File: config.mk
export PLATFORM = sky130hd
export DESIGN_NAME = cp0_reg
export DESIGN_NICKNAME = d
export VERILOG_FILES = /design/src/rtl/cp0_pkg.sv /design/src/rtl/cp0_timer.sv /design/src/rtl/cp0_reg.sv
export SDC_FILE = /design/constraint.sdc
export NUM_CORES = 1
export LEC_CHECK = 0
export ABC_AREA = 1
export CORE_MARGIN = 4
export CORE_UTILIZATION = 45
export CTS_CLUSTER_SIZE = 16
export DETAILED_ROUTE_END_ITERATION = 12
export PLACE_DENSITY = 0.79
export SETUP_SLACK_MARGIN = 0.05
export SYNTH_ARGS = -nofsm -noshare
export SYNTH_HDL_FRONTEND = slang
export SYNTH_SLANG_ARGS = --single-unit
export TNS_END_PERCENT = 20
File: constraint.sdc
create_clock -name clk -period 2 [get_ports clk]
set_clock_uncertainty 0.05 [all_clocks]
set_input_delay 0.3 -clock clk [delete_from_list [all_inputs] [get_ports clk]]
set_output_delay 0.3 -clock clk [all_outputs]
set_load 0.05 [all_outputs]
File: src/rtl/cp0_pkg.sv
// Shared CP0 definitions: register numbers, exception codes, field positions
// and the software-writable masks for Status and Cause.
package cp0_pkg;

   localparam logic [4:0] CP0_BADVADDR = 5'd8;
   localparam logic [4:0] CP0_COUNT    = 5'd9;
   localparam logic [4:0] CP0_COMPARE  = 5'd11;
   localparam logic [4:0] CP0_STATUS   = 5'd12;
   localparam logic [4:0] CP0_CAUSE    = 5'd13;
   localparam logic [4:0] CP0_EPC      = 5'd14;
   localparam logic [4:0] CP0_PRID     = 5'd15;
   localparam logic [4:0] CP0_CONFIG   = 5'd16;

   typedef enum logic [4:0] {
      EXC_INT  = 5'd0,
      EXC_ADEL = 5'd4,
      EXC_ADES = 5'd5,
      EXC_SYS  = 5'd8,
      EXC_BP   = 5'd9,
      EXC_RI   = 5'd10,
      EXC_OV   = 5'd12
   } exc_code_e;

   localparam int unsigned STATUS_IE    = 0;
   localparam int unsigned STATUS_EXL   = 1;
   localparam int unsigned STATUS_IM_LO = 8;
   localparam int unsigned STATUS_IM_HI = 15;
   localparam int unsigned STATUS_BEV   = 22;
   localparam int unsigned STATUS_CU0   = 28;

   localparam int unsigned CAUSE_EXC_LO = 2;
   localparam int unsigned CAUSE_EXC_HI = 6;
   localparam int unsigned CAUSE_IP_LO  = 8;
   localparam int unsigned CAUSE_IP_HI  = 15;
   localparam int unsigned CAUSE_IV     = 23;
   localparam int unsigned CAUSE_BD     = 31;

   localparam logic [31:0] STATUS_WMASK = 32'h1040_FF03;
   localparam logic [31:0] CAUSE_WMASK  = 32'h0080_0300;
   localparam logic [31:0] STATUS_RESET = 32'h0040_0000;

   function automatic logic is_addr_exc(input logic [4:0] code);
      return (code == EXC_ADEL) || (code == EXC_ADES);
   endfunction

endpackage

File: src/rtl/cp0_timer.sv
// Count/Compare timer: Count advances every second clock, and a match against
// a nonzero Compare latches the timer interrupt until Compare is rewritten.
module cp0_timer (
   input  logic        clk,
   input  logic        rst,
   input  logic        count_we,
   input  logic        compare_we,
   input  logic [31:0] wdata,
   output logic [31:0] count_o,
   output logic [31:0] compare_o,
   output logic        timer_int_o
);

   logic tick;

   always_ff @(posedge clk or negedge rst) begin
      if (!rst) begin
         tick        <= 1'b0;
         count_o     <= '0;
         compare_o   <= '0;
         timer_int_o <= 1'b0;
      end else begin
         tick <= ~tick;

         if (count_we)
            count_o <= wdata;
         else if (tick)
            count_o <= count_o + 32'd1;

         if (compare_we)
            compare_o <= wdata;

         // A Compare write clears the latch even if a match occurs this cycle.
         if (compare_we)
            timer_int_o <= 1'b0;
         else if ((count_o == compare_o) && (compare_o != '0))
            timer_int_o <= 1'b1;
      end
   end

endmodule

File: src/rtl/cp0_reg.sv
// CP0 register file: software writes from MEM/WB, exception/ERET commit
// updates, interrupt pending logic and a combinational mfc0 read port.
module cp0_reg
   import cp0_pkg::*;
#(
   parameter logic [31:0] PRID_VAL   = 32'h0001_8000,
   parameter logic [31:0] CONFIG_VAL = 32'h0000_0000
) (
   input  logic        clk,
   input  logic        rst,
   input  logic        wb_cp0_reg_we,
   input  logic [4:0]  wb_cp0_reg_write_addr,
   input  logic [31:0] wb_cp0_reg_data,
   input  logic [4:0]  raddr_i,
   output logic [31:0] rdata_o,
   input  logic [5:0]  int_i,
   input  logic        exc_valid_i,
   input  logic [4:0]  exc_code_i,
   input  logic [31:0] exc_pc_i,
   input  logic        exc_in_delayslot_i,
   input  logic [31:0] exc_badvaddr_i,
   input  logic        eret_i,
   output logic [31:0] status_o,
   output logic [31:0] cause_o,
   output logic [31:0] epc_o,
   output logic [31:0] count_o,
   output logic [31:0] compare_o,
   output logic        timer_int_o,
   output logic        int_pending_o
);

   logic [31:0] status_q;
   logic [31:0] cause_q;
   logic [31:0] epc_q;
   logic [31:0] badvaddr_q;
   logic        count_we;
   logic        compare_we;
   logic        status_we;
   logic        cause_we;
   logic        epc_we;

   always_comb begin
      count_we   = wb_cp0_reg_we && (wb_cp0_reg_write_addr == CP0_COUNT);
      compare_we = wb_cp0_reg_we && (wb_cp0_reg_write_addr == CP0_COMPARE);
      status_we  = wb_cp0_reg_we && (wb_cp0_reg_write_addr == CP0_STATUS);
      cause_we   = wb_cp0_reg_we && (wb_cp0_reg_write_addr == CP0_CAUSE);
      epc_we     = wb_cp0_reg_we && (wb_cp0_reg_write_addr == CP0_EPC);
   end

   cp0_timer u_timer (
      .clk         (clk),
      .rst         (rst),
      .count_we    (count_we),
      .compare_we  (compare_we),
      .wdata       (wb_cp0_reg_data),
      .count_o     (count_o),
      .compare_o   (compare_o),
      .timer_int_o (timer_int_o)
   );

   // Later assignments override earlier ones: software write, then commit events.
   always_ff @(posedge clk or negedge rst) begin
      if (!rst) begin
         status_q   <= STATUS_RESET;
         cause_q    <= '0;
         epc_q      <= '0;
         badvaddr_q <= '0;
      end else begin
         if (status_we)
            status_q <= wb_cp0_reg_data & STATUS_WMASK;
         if (cause_we)
            cause_q <= (cause_q & ~CAUSE_WMASK) | (wb_cp0_reg_data & CAUSE_WMASK);
         if (epc_we)
            epc_q <= wb_cp0_reg_data;

         cause_q[CAUSE_IP_HI:CAUSE_IP_LO+2] <= {int_i[5] | timer_int_o, int_i[4:0]};

         if (exc_valid_i) begin
            status_q[STATUS_EXL]               <= 1'b1;
            cause_q[CAUSE_EXC_HI:CAUSE_EXC_LO] <= exc_code_i;
            if (!status_q[STATUS_EXL]) begin
               epc_q             <= exc_in_delayslot_i ? (exc_pc_i - 32'd4) : exc_pc_i;
               cause_q[CAUSE_BD] <= exc_in_delayslot_i;
            end
            if (is_addr_exc(exc_code_i))
               badvaddr_q <= exc_badvaddr_i;
         end else if (eret_i) begin
            status_q[STATUS_EXL] <= 1'b0;
         end
      end
   end

   assign status_o = status_q;
   assign cause_o  = cause_q;
   assign epc_o    = epc_q;

   assign int_pending_o = status_q[STATUS_IE] & ~status_q[STATUS_EXL] &
                          (|(cause_q[CAUSE_IP_HI:CAUSE_IP_LO] & status_q[STATUS_IM_HI:STATUS_IM_LO]));

   always_comb begin
      rdata_o = '0;
      case (raddr_i)
         CP0_BADVADDR: rdata_o = badvaddr_q;
         CP0_COUNT:    rdata_o = count_o;
         CP0_COMPARE:  rdata_o = compare_o;
         CP0_STATUS:   rdata_o = status_q;
         CP0_CAUSE:    rdata_o = cause_q;
         CP0_EPC:      rdata_o = epc_q;
         CP0_PRID:     rdata_o = PRID_VAL;
         CP0_CONFIG:   rdata_o = CONFIG_VAL;
         default:      rdata_o = '0;
      endcase
   end

endmodule

==> results of run 1 <==
==> per-stage QoR <==
step                      setup TNS [ps]  hold WS (ps)
final                              -77.8           240
after global routing                -263           241
after CTS                           -290           233
after detailed placement          -18300           140
after global placement            -16160           136
after floorplan                    -3040         -45.6
==> power breakdown <==
part / switching, mW / leakage (nW) / internal [mW]
Clock: 1.47 / 0.283 / 1.77
Sequential: 0.924 / 1.90 / 3.85
Combinational: 3.91 / 4.77 / 2.05
Total: 6.31 / 6.95 / 7.67
==> placed cells by master, fill, tap and decap left out, types with 7 or more instances in the layout <==
| cell type | Yosys | layout |
|---|---|---|
| o221ai_1 | 11 | 11 |
| xor2_1 | 36 | 36 |
| buf_12 | 0 | 38 |
| nor4_1 | 10 | 10 |
| dlygate4sd2_1 | 0 | 31 |
| clkdlybuf4s50_1 | 0 | 116 |
| dfrtp_2 | 0 | 23 |
| inv_4 | 0 | 11 |
| o2111ai_2 | 0 | 9 |
| nand2_2 | 5 | 12 |
| mux2_2 | 32 | 32 |
| nor2_4 | 5 | 9 |
| o21ai_0 | 109 | 96 |
| inv_1 | 150 | 123 |
| a21oi_2 | 0 | 7 |
| or2_2 | 7 | 7 |
| inv_6 | 0 | 7 |
| nand2_1 | 311 | 303 |
| o22ai_1 | 18 | 14 |
| buf_4 | 38 | 209 |
| nor2_1 | 98 | 89 |
| xnor2_1 | 17 | 17 |
| nand3_2 | 3 | 10 |
| clkbuf_16 | 0 | 23 |
| nor2_2 | 7 | 12 |
| a221oi_2 | 0 | 7 |
| nand4_1 | 21 | 21 |
| o21ai_1 | 12 | 19 |
| conb_1 | 1 | 37 |
| nand3_1 | 49 | 40 |
| o211ai_1 | 10 | 10 |
| nor3_1 | 19 | 19 |
| inv_2 | 4 | 19 |
| buf_6 | 0 | 10 |
| a21oi_1 | 47 | 39 |
| dfrtp_1 | 156 | 133 |
==> metal layers <==
layer,vias to the layer above,GRT usage (%)
li1,4903,-
met1,5090,44.3
met2,809,50.6
met3,162,7.22
met4,0,14.3
met5,-,0
==> logic make-up after synthesis <==
kind of cell,share of synthesized area (%)
flops,40.8
buf+inv,11.0
xor+xnor,4.82
simple gates,24.7
compound gates,14.7
mux,3.74
other cells,0.0389
fa+ha+maj,0.260
==> timing repair <==
| item | 4_1_cts | 5_1_grt |
|---|---|---|
| endpoints found under the hold margin | 24 | 0 |
| buffers inserted | 19 | 13 |
| hold buffers | 1 | 0 |
| cloned | 3 | 0 |
| endpoints found under the setup margin | 64 | 41 |
| pin swaps | 19 | 32 |
| gates resized for setup | 126 | 114 |
==> area by class of cell <==
type | instances | area (um^2)
fill | 1565 | 6180
multi-input combinational | 911 | 5170
timing repair buffer | 418 | 4170
sequential | 157 | 3960
inverter | 156 | 619
clock buffer | 18 | 439
tap | 275 | 344
clock inverter | 14 | 131
antenna | 1 | 2.50
==> worst max-delay path, delay by kind of cell <==
family / cells / cell delay, ps
compound gates: 2 / 350
buf+inv: 7 / 890
simple gates: 2 / 130
==> state kept, by name, summed over array words and instances (netlist names) <==
register,flops
u_timer.compare_o,32
badvaddr_q,32
u_timer.count_o,32
u_timer.tick,1
status_o,12
epc_o,32
u_timer.timer_int_o,1
cause_o,15
==> how the worst min path moves through the flow <==
stage | startpoint | to | slack (ps) | depth (start not counted)
after floorplan | rst | badvaddr_q[0]$_DFFE_PN0P_ | -50 | 0
after global placement | rst | u_timer.count_o[3]$_DFFE_PN0P_ | 140 | 1
after detailed placement | rst | u_timer.count_o[3]$_DFFE_PN0P_ | 140 | 1
after CTS | int_i[4] | cause_o[14]$_DFF_PN0_ | 230 | 1
after global routing | int_i[3] | cause_o[13]$_DFF_PN0_ | 240 | 1
final | rst | u_timer.count_o[3]$_DFFE_PN0P_ | 240 | 2
==> cells in the mapped netlist (all sizes together) <==
cell	count	area, um^2
a211oi	2	15.0
a21o	2	15.0
a21oi	47	235
a221oi	10	87.6
a22o	1	8.76
a22oi	2	15.0
a31o	1	8.76
a31oi	2	12.5
and2	1	6.26
buf	54	363
clkbuf	29	111
clkinv	2	7.51
conb	1	3.75
dfrtp	156	3900
dfstp	1	26.3
ha	2	25.0
inv	154	578
mux2	32	360
nand2	316	1200
nand3	52	275
nand3b	3	22.5
nand4	22	144
nor2	110	468
nor3	23	148
nor4	10	62.6
o2111ai	10	87.6
o211ai	10	75.1
o21ai	121	606
o21bai	5	37.5
o221ai	11	96.3
o22ai	18	113
or2	8	50.1
xnor2	17	149
xor2	36	315
==> metrics, run 1 <==
status=complete, but fails checks; failing checks=negative setup slack; Yosys cell types=47; H-tree Lvls=4; Worst Setup SP=raddr_i[3]; nets@finish=1,786; routed wl met2=18,100 um; Initial Utilization=45.8%; crit-path cells=buf_8 > buf_6 > nand3_4 > nor2_2 > buf_4 > buf_4 > buf_4 > buf_4 > o21ai_1 > o2111ai_2 > buf_12; CTS tree=yes; Routed WL=40,800 um; grt ovf=0; Slew Limit Fails=0; Die Y=154 um; Via Count=11,000; core box area=0.0210 mm^2; VDD IR max=689 uV; Max-Cap Viols=0; Root Buffer=clkbuf_16; Tot Pwr=14.0 mW; Setup WS post-layout=-26.0 ps; metal3 WL=4710 um; #FFs+latches synth=157; Crit Path Class=in2out; M1 WL=15,700 um; initial antenna violation count=1; RSZ-0062 raised after global routing=yes; # DRC=0; reg-to-reg slack, setup=110 ps; dpl cells=1,883; global-route wire length before repair=60,200 um; Total GRT Usage=32.7%; initial DRC count=1,242; worst-path maximum fanout=2; Crit Reg-Reg Endpoint=u_timer.count_o[27]$_DFFE_PN0P_; Rel. slew slack=62.0%; RePlAce Congestion=1.01; R2R Path Start=u_timer.count_o[13]$_DFFE_PN0P_; Startpoint Class=input pin; pre-CTS WS=-531 ps; DR pass1 iterations=6; FMAX=494 MHz; wire per inst=20.9 um; # IOs=317; Final Hold Violating Endpoints=0; Die Wd=154 um; share of layout cells above drive strength 1=29.1%; Worst Reg-to-Reg Cells=8; number of global-route vias before repair=10,400; number of synthesis warnings=0; Least-Margin Pin Slew=565 ps; Worst Setup EP=rdata_o[16]; dpl hpwl=31,300 um; Hold Crit Class=in2async; Critical Path Sink Type=output port; CTS Buf Count=17; fin area=0.0148 mm^2; slowest cell on the critical path=o2111ai_2; highest metal used=met4; Placement Cell Area=0.0135 mm^2; min Tclk post-route=2030 ps; Final Cycle Share=101%; Layout area overhead=54.1%; Avg Cell Area, Syn=7.58 um^2; Critical Path Most Common Cell=buf_4; CTS clock-pin slew for the worst setup and hold paths=70 ps; Clk Latency, worst-skew pair=440 ps; num rows=53; largest net degree at the start of global routing=51; Crit path largest cell delay=200 ps; Arr. time, crit path=1680 ps; non-filler cells, final=1,950; Die Area=0.0238 mm^2; clk sinks=157; register area share after synthesis=40.8%; Detail Route Antenna Nets=0; PD cells=942 mW/mm^2; # setup viols final=5; Synth Instances=1,271; Buffers on Ports=279; clk buf depth=2; leakage=6.95 nW; mapped cell area=0.00963 mm^2; worst path required time=1650 ps; vias per cell=5.62; Core Util, Final=70.6%
(Power assumes the default switching activity.)
==> run 2: changes to the inputs <==
--- a/config.mk
+++ b/config.mk
@@ -12,6 +12,7 @@
 export DETAILED_ROUTE_END_ITERATION = 12
 export PLACE_DENSITY = 0.79
 export SETUP_SLACK_MARGIN = 0.05
+export SKIP_CTS_REPAIR_TIMING = 1
 export SYNTH_ARGS = -nofsm -noshare
 export SYNTH_HDL_FRONTEND = slang
 export SYNTH_SLANG_ARGS = --single-unit
==> metrics, run 2 (same netlist as run 1, synthesis figures left out) <==
status=complete, but fails checks; failing checks=negative setup slack; register area=0.00395 mm^2; Max-Cap Viols=0; Seq pwr share=34.5%; sw power=6.29 mW; Placement Cell Area=0.0135 mm^2; RSZ-0062 raised after global routing=yes; Arr. time, crit path=1710 ps; Die Wd=154 um; clk sinks=157; CTS Buf Count=17; R2R Path Start=u_timer.count_o[15]$_DFFE_PN0P_; crit-path cells=inv_4 > o22ai_2 > a21oi_2 > nand4_1 > buf_12; vias per cell=5.69; Tot Pwr=13.9 mW; fin area=0.0149 mm^2; Final Hold Violating Endpoints=0; Core Util, Final=70.7%; Total GRT Usage=31.8%; Critical Path Sink Type=output port; Buffers on Ports=279; Slew Limit Fails=0; FMAX=484 MHz; wire per inst=21.5 um; commonest non-fill, non-tap cells in the layout=nand2_1 (304), buf_4 (195), dfrtp_1 (139); Crit Reg-Reg Endpoint=u_timer.count_o[27]$_DFFE_PN0P_; Via Count=11,000; Final Cycle Share=103%; leakage=7.20 nW; Worst Reg-to-Reg Cells=8; RePlAce Congestion=1.01; worst-path maximum fanout=4; Die Area=0.0238 mm^2; H-tree Lvls=4; Startpoint Class=flip-flop; Die Y=154 um; clk buf depth=2; Switching Share=45.1%; Rel. slew slack=62.2%; Least-Margin Pin Slew=561 ps; # IOs=317; largest net degree at the start of global routing=51; Hold Crit Class=in2async; number of global-route vias before repair=10,100; Routed WL=41,600 um; Top Family by Delay on Critical Path=flip-flops; Setup WS post-layout=-64.8 ps; combinational power share=42.1%; crit path buf inv count=2; Layout area overhead=54.4%; min Tclk post-route=2060 ps; # setup viols final=9; # DRC=0; Worst Setup EP=rdata_o[15]; share of layout cells above drive strength 1=27.5%; Root Buffer=clkbuf_16; slowest cell on the critical path=dfrtp_2; num rows=53; Crit path largest cell delay=450 ps; dpl hpwl=31,300 um; reg-to-reg slack, setup=90 ps; Internal=7.65 mW; DR pass1 iterations=5; Worst Setup SP=u_timer.count_o[15]$_DFFE_PN0P_; PD cells=937 mW/mm^2; area of the multi-input gates=0.00513 mm^2; CTS tree=yes; nets@finish=1,775; grt ovf=0; core box area=0.0210 mm^2; clock share of power=23.3%; fillers=1,577; Crit Path Class=reg2out; VDD IR max=707 uV; initial DRC count=1,272; most common cell after layout, fill and taps aside=nand2_1; Initial Utilization=45.8%; global-route wire length before repair=58,400 um; cell depth of the worst setup path=5; Clk Latency, worst-skew pair=440 ps; CTS clock-pin slew for the worst setup and hold paths=70 ps; worst path required time=1650 ps; Detail Route Antenna Nets=0; initial antenna violation count=2
## run 2: cell types whose count changed in the layout (fill, tap and decap cells not counted), sizes merged
cell and change:
dlygate4sd2 -31, inv +1, buf -14, clkbuf +3, dlymetal6s2s +31, clkinv -1
## run 2: per-stage QoR
step                hold WS, ps  TNS (ps)  cells  setup slack, ps
floorplan                 -45.6     -3040   1307             -180
global placement            136    -16160   1883             -474
detailed placement          140    -18300   1883             -531
CTS                        -326    -14870   1915             -530
global route                240     -1040   1939             -107
finish                      240      -280   1939            -64.8
## run 2: area by class of cell
cell class	count	share of cell area, %
Tap cell	275	2.31
Timing Repair Buffer	407	28.6
Multi-Input combinational cell	911	34.5
Antenna cell	1	0.0168
Clock inverter	14	0.883
Clock buffer	18	2.95
Sequential cell	157	26.6
Inverter	156	4.16
## run 2: power by group through the flow
stage               registers, mW  logic, mW  clock network, mW
floorplan                    6.20       1.84                  0
global placement             4.74       5.54                  0
detailed placement           4.73       5.62                  0
CTS                          4.69       5.64               3.23
global route                 4.88       6.16               3.38
finish                       4.81       5.87               3.25
## run 2: routing by layer
| layer | share of wire (%) | track usage (%) | vias to the layer above |
|---|---|---|---|
| li1 | - | - | 4874 |
| met2 | 45 | 48.8 | 753 |
| met3 | 10 | 7.22 | 186 |
| met5 | 0.019 | 0 | - |
| met4 | 5.3 | 12.4 | 2 |
| met1 | 39 | 44.0 | 5214 |
## run 2: worst min path at each step
stage / from / slack, ps / endpoint / depth (start not counted)
2_1_floorplan: rst / -50 / badvaddr_q[0]$_DFFE_PN0P_ / 0
3_3_place_gp: rst / 140 / u_timer.count_o[3]$_DFFE_PN0P_ / 1
3_5_place_dp: rst / 140 / u_timer.count_o[3]$_DFFE_PN0P_ / 1
4_1_cts: rst / -330 / u_timer.count_o[3]$_DFFE_PN0P_ / 1
5_1_grt: int_i[0] / 240 / cause_o[10]$_DFF_PN0_ / 1
6_report: rst / 240 / u_timer.count_o[3]$_DFFE_PN0P_ / 2
==> run 3: changes to the inputs <==
--- a/config.mk
+++ b/config.mk
@@ -6,6 +6,7 @@
 export NUM_CORES = 1
 export LEC_CHECK = 0
 export ABC_AREA = 1
+export CAP_MARGIN = 20
 export CORE_MARGIN = 4
 export CORE_UTILIZATION = 45
 export CTS_CLUSTER_SIZE = 16
==> results of run 3 <==
No change in the layout: final DEF, timing and power equal those of run 2.
==> RTL change: new RTL, config.mk and constraints of run 2 <==
Reset style: synchronous (`rst`), changed in 2 clocked blocks.
--- a/src/rtl/cp0_timer.sv
+++ b/src/rtl/cp0_timer.sv
@@ -13,7 +13,7 @@
 
    logic tick;
 
-   always_ff @(posedge clk or negedge rst) begin
+   always_ff @(posedge clk) begin
       if (!rst) begin
          tick        <= 1'b0;
          count_o     <= '0;
--- a/src/rtl/cp0_reg.sv
+++ b/src/rtl/cp0_reg.sv
@@ -59,7 +59,7 @@
    );
 
    // Later assignments override earlier ones: software write, then commit events.
-   always_ff @(posedge clk or negedge rst) begin
+   always_ff @(posedge clk) begin
       if (!rst) begin
          status_q   <= STATUS_RESET;
          cause_q    <= '0;
Behaviour: differs if rst is asserted again (counterexample within 4 cycles, from zero or initial values and one cycle with rst low); with rst held inactive, the same outputs for 4 cycles.
==> RTL change against run 2 <==
Worst hold slack better by 0.093 ns; worst setup slack worse by 0.00093 ns; the run still ends with setup timing left; final area decreased by 1.0%; global-route usage grew 3.4 points; critical path type is now primary input to output port; core utilization down 0.50 points; synthesized area is 0.88% lower; wire length is 7.0% higher; sequential cell count unchanged; cell count grew 11%; via count is 8.7% higher.
Power is not compared: it rests on default switching activity, and its combinational part moved more than twofold at a synthesized area within 25%.
==> RTL change: results (changes against run 2) <==
Synthesis
  – Synth Area in Adders: 0.262% (+0.0023 points)
  – Synthesis Warnings: 0 (unchanged)
  – Synth Flop Type: dfxtp_1
  – Synth async-reset ratio: 0% (-100 points)
  – XOR/XNOR Fraction of Synth Area: 1.84% (-3.0 points)
  – Synth area leaders: dfxtp_1, nand2_1, nor2_1
  – Multiplexer share of the synthesized area: 0% (-3.7 points)
  – Cells after Synth: 1526 (+20%)
  – Post-synth top cells: nand2_1, nor2_1, inv_1
  – Compound-Gate Fraction of Synth Area: 19.0% (+4.3 points)
  – Number of distinct library cells after synthesis: 45 (-4.3%)
  – Register area share after synthesis: 32.9% (-7.9 points)

Routing
  – Routed wire per std cell: 20.7 um (-3.8%)
  – DR vias: 12000 (+8.7%)
  – Router iterations before antenna repair: 6 (+1)
  – Vias/cell: 5.56 (-2.2%)
  – Initial DRC Count: 1370 (+7.7%)

Placed design
  – Global placer's final weighted congestion: 1.08 (+6.2%)
  – Port Buffers: 279 (unchanged)
  – Placed insts: 2115 (+12%)
  – Post-DP HPWL: 34600 um (+11%)
  – Place WS: -0.447 ns (+0.0840 ns)

Global route
  – First-pass GRT wire length: 64400 um (+10%)
  – Tot GR Track Use: 35.2% (+3.4 points)
  – Largest net degree at the start of global routing: 73 (+43%)
  – Vias in the first global route: 11100 (+10%)
  – Initial antenna violation count: 3 (+1)

Outcome
  – Violated checks: setup timing
  – Status: finished, violations left

Cells and area
  – Layout cells sized above 1: 20.4% (-7.1 points)
  – Total Nets Final: 1991 (+12%)

Worst hold path
  – Worst Hold Class: primary input to flop

Timing
  – Least-Margin Pin Slew: 0.571 ns (+0.00953 ns)
  – Setup violators final: 10 (+1)
  – Crit path setup slack, layout: -0.0657 ns (-0.000926 ns)

Critical path
  – Largest stage delay, worst path: 0.27 ns (-0.18 ns)
  – Crit path DAT: 1.72 ns
  – Slowest CP cell: nor3_4
  – Maximum fanout along the worst path: 6 (+2)

CTS
  – Insertion delay to the later sink of the worst-skew pair: between 0.4 and 0.5 ns
  – Clock root buffer: clkbuf_16
  – Clk slew on worst S/H paths: 0.07 ns (about the same)
  – Max Root-Sink Buffers: 2 (unchanged)
  – # H-tree levels: 4 (unchanged)
  – CTS buffer count: 17 (unchanged)

Power and ir drop
  – Leak: 7.14 nW
  – Peak VDD IR: 0.551 mV
## RTL change: path summary, 6_finish.rpt
kind,from,end,slack [ns],cells past startpoint
setup / recovery,raddr_i[4],rdata_o[12],-0.07,9
hold / removal,rst,u_timer.compare_o[20],0.33,4
setup reg to reg,u_timer.count_o[0],u_timer.count_o[22],0.18,9
hold reg to reg,cause_o[4],cause_o[4],0.45,2
## RTL change: cell families (layout without fill, tap and decap cells)
family                     Yosys count  in the layout
other                                1             40
AOI/OAI and AO/OA                  341            341
buffers and inverters              276            591
adders and majority gates            2              2
DFF                                157            157
and+or+nand+nor                    729            729
xor gates and xnor gates            20             20
## RTL change: where the power goes
part | internal, mW | switching (mW) | total, mW | leakage (nW)
clock | 2.52 | 1.36 | 3.88 | 0.339
sequential | 3.24 | 0.130 | 3.37 | 1.28
combinational | 0.639 | 1.14 | 1.78 | 5.52
## RTL change: critical path, delay by kind of cell
| kind | cells | cell delay (ns) |
|---|---|---|
| buffers and inverters | 4 | 0.57 |
| AO/OA/AOI/OAI | 2 | 0.22 |
| AND/OR/NAND/NOR | 3 | 0.63 |
## RTL change: area by class of cell
| class | count | area [um2] |
|---|---|---|
| Antenna cell | 3 | 7.51 |
| Clock buffer | 19 | 453 |
| Clock inverter | 11 | 238 |
| Fill cell | 1755 | 6240 |
| Inverter | 175 | 662 |
| Multi-Input combinational cell | 1129 | 5680 |
| Sequential cell | 157 | 3160 |
| Tap cell | 275 | 344 |
| Timing Repair Buffer | 386 | 4180 |
## RTL change: per-stage QoR
stage | cell area, um2 | setup TNS (ns) | utilization, % | hold WS (ns)
finish | 14700 | -0.266 | 70.2 | 0.333
global route | 14700 | -0.859 | 70.2 | 0.349
CTS | 14000 | -12.79 | 67.0 | 0.314
detailed placement | 13300 | -12.37 | 63.7 | 0.438
global placement | 13300 | -11.92 | 63.7 | 0.426
floorplan | 9680 | -0.771 | - | 0.348
## RTL change: routing by layer
layer	track usage [%]	up-vias	share of wire, %
met5	0	-	0
met4	15.1	0	4.5
met3	6.84	110	10
met2	55.0	765	45
met1	47.6	5525	40
li1	-	5590	-
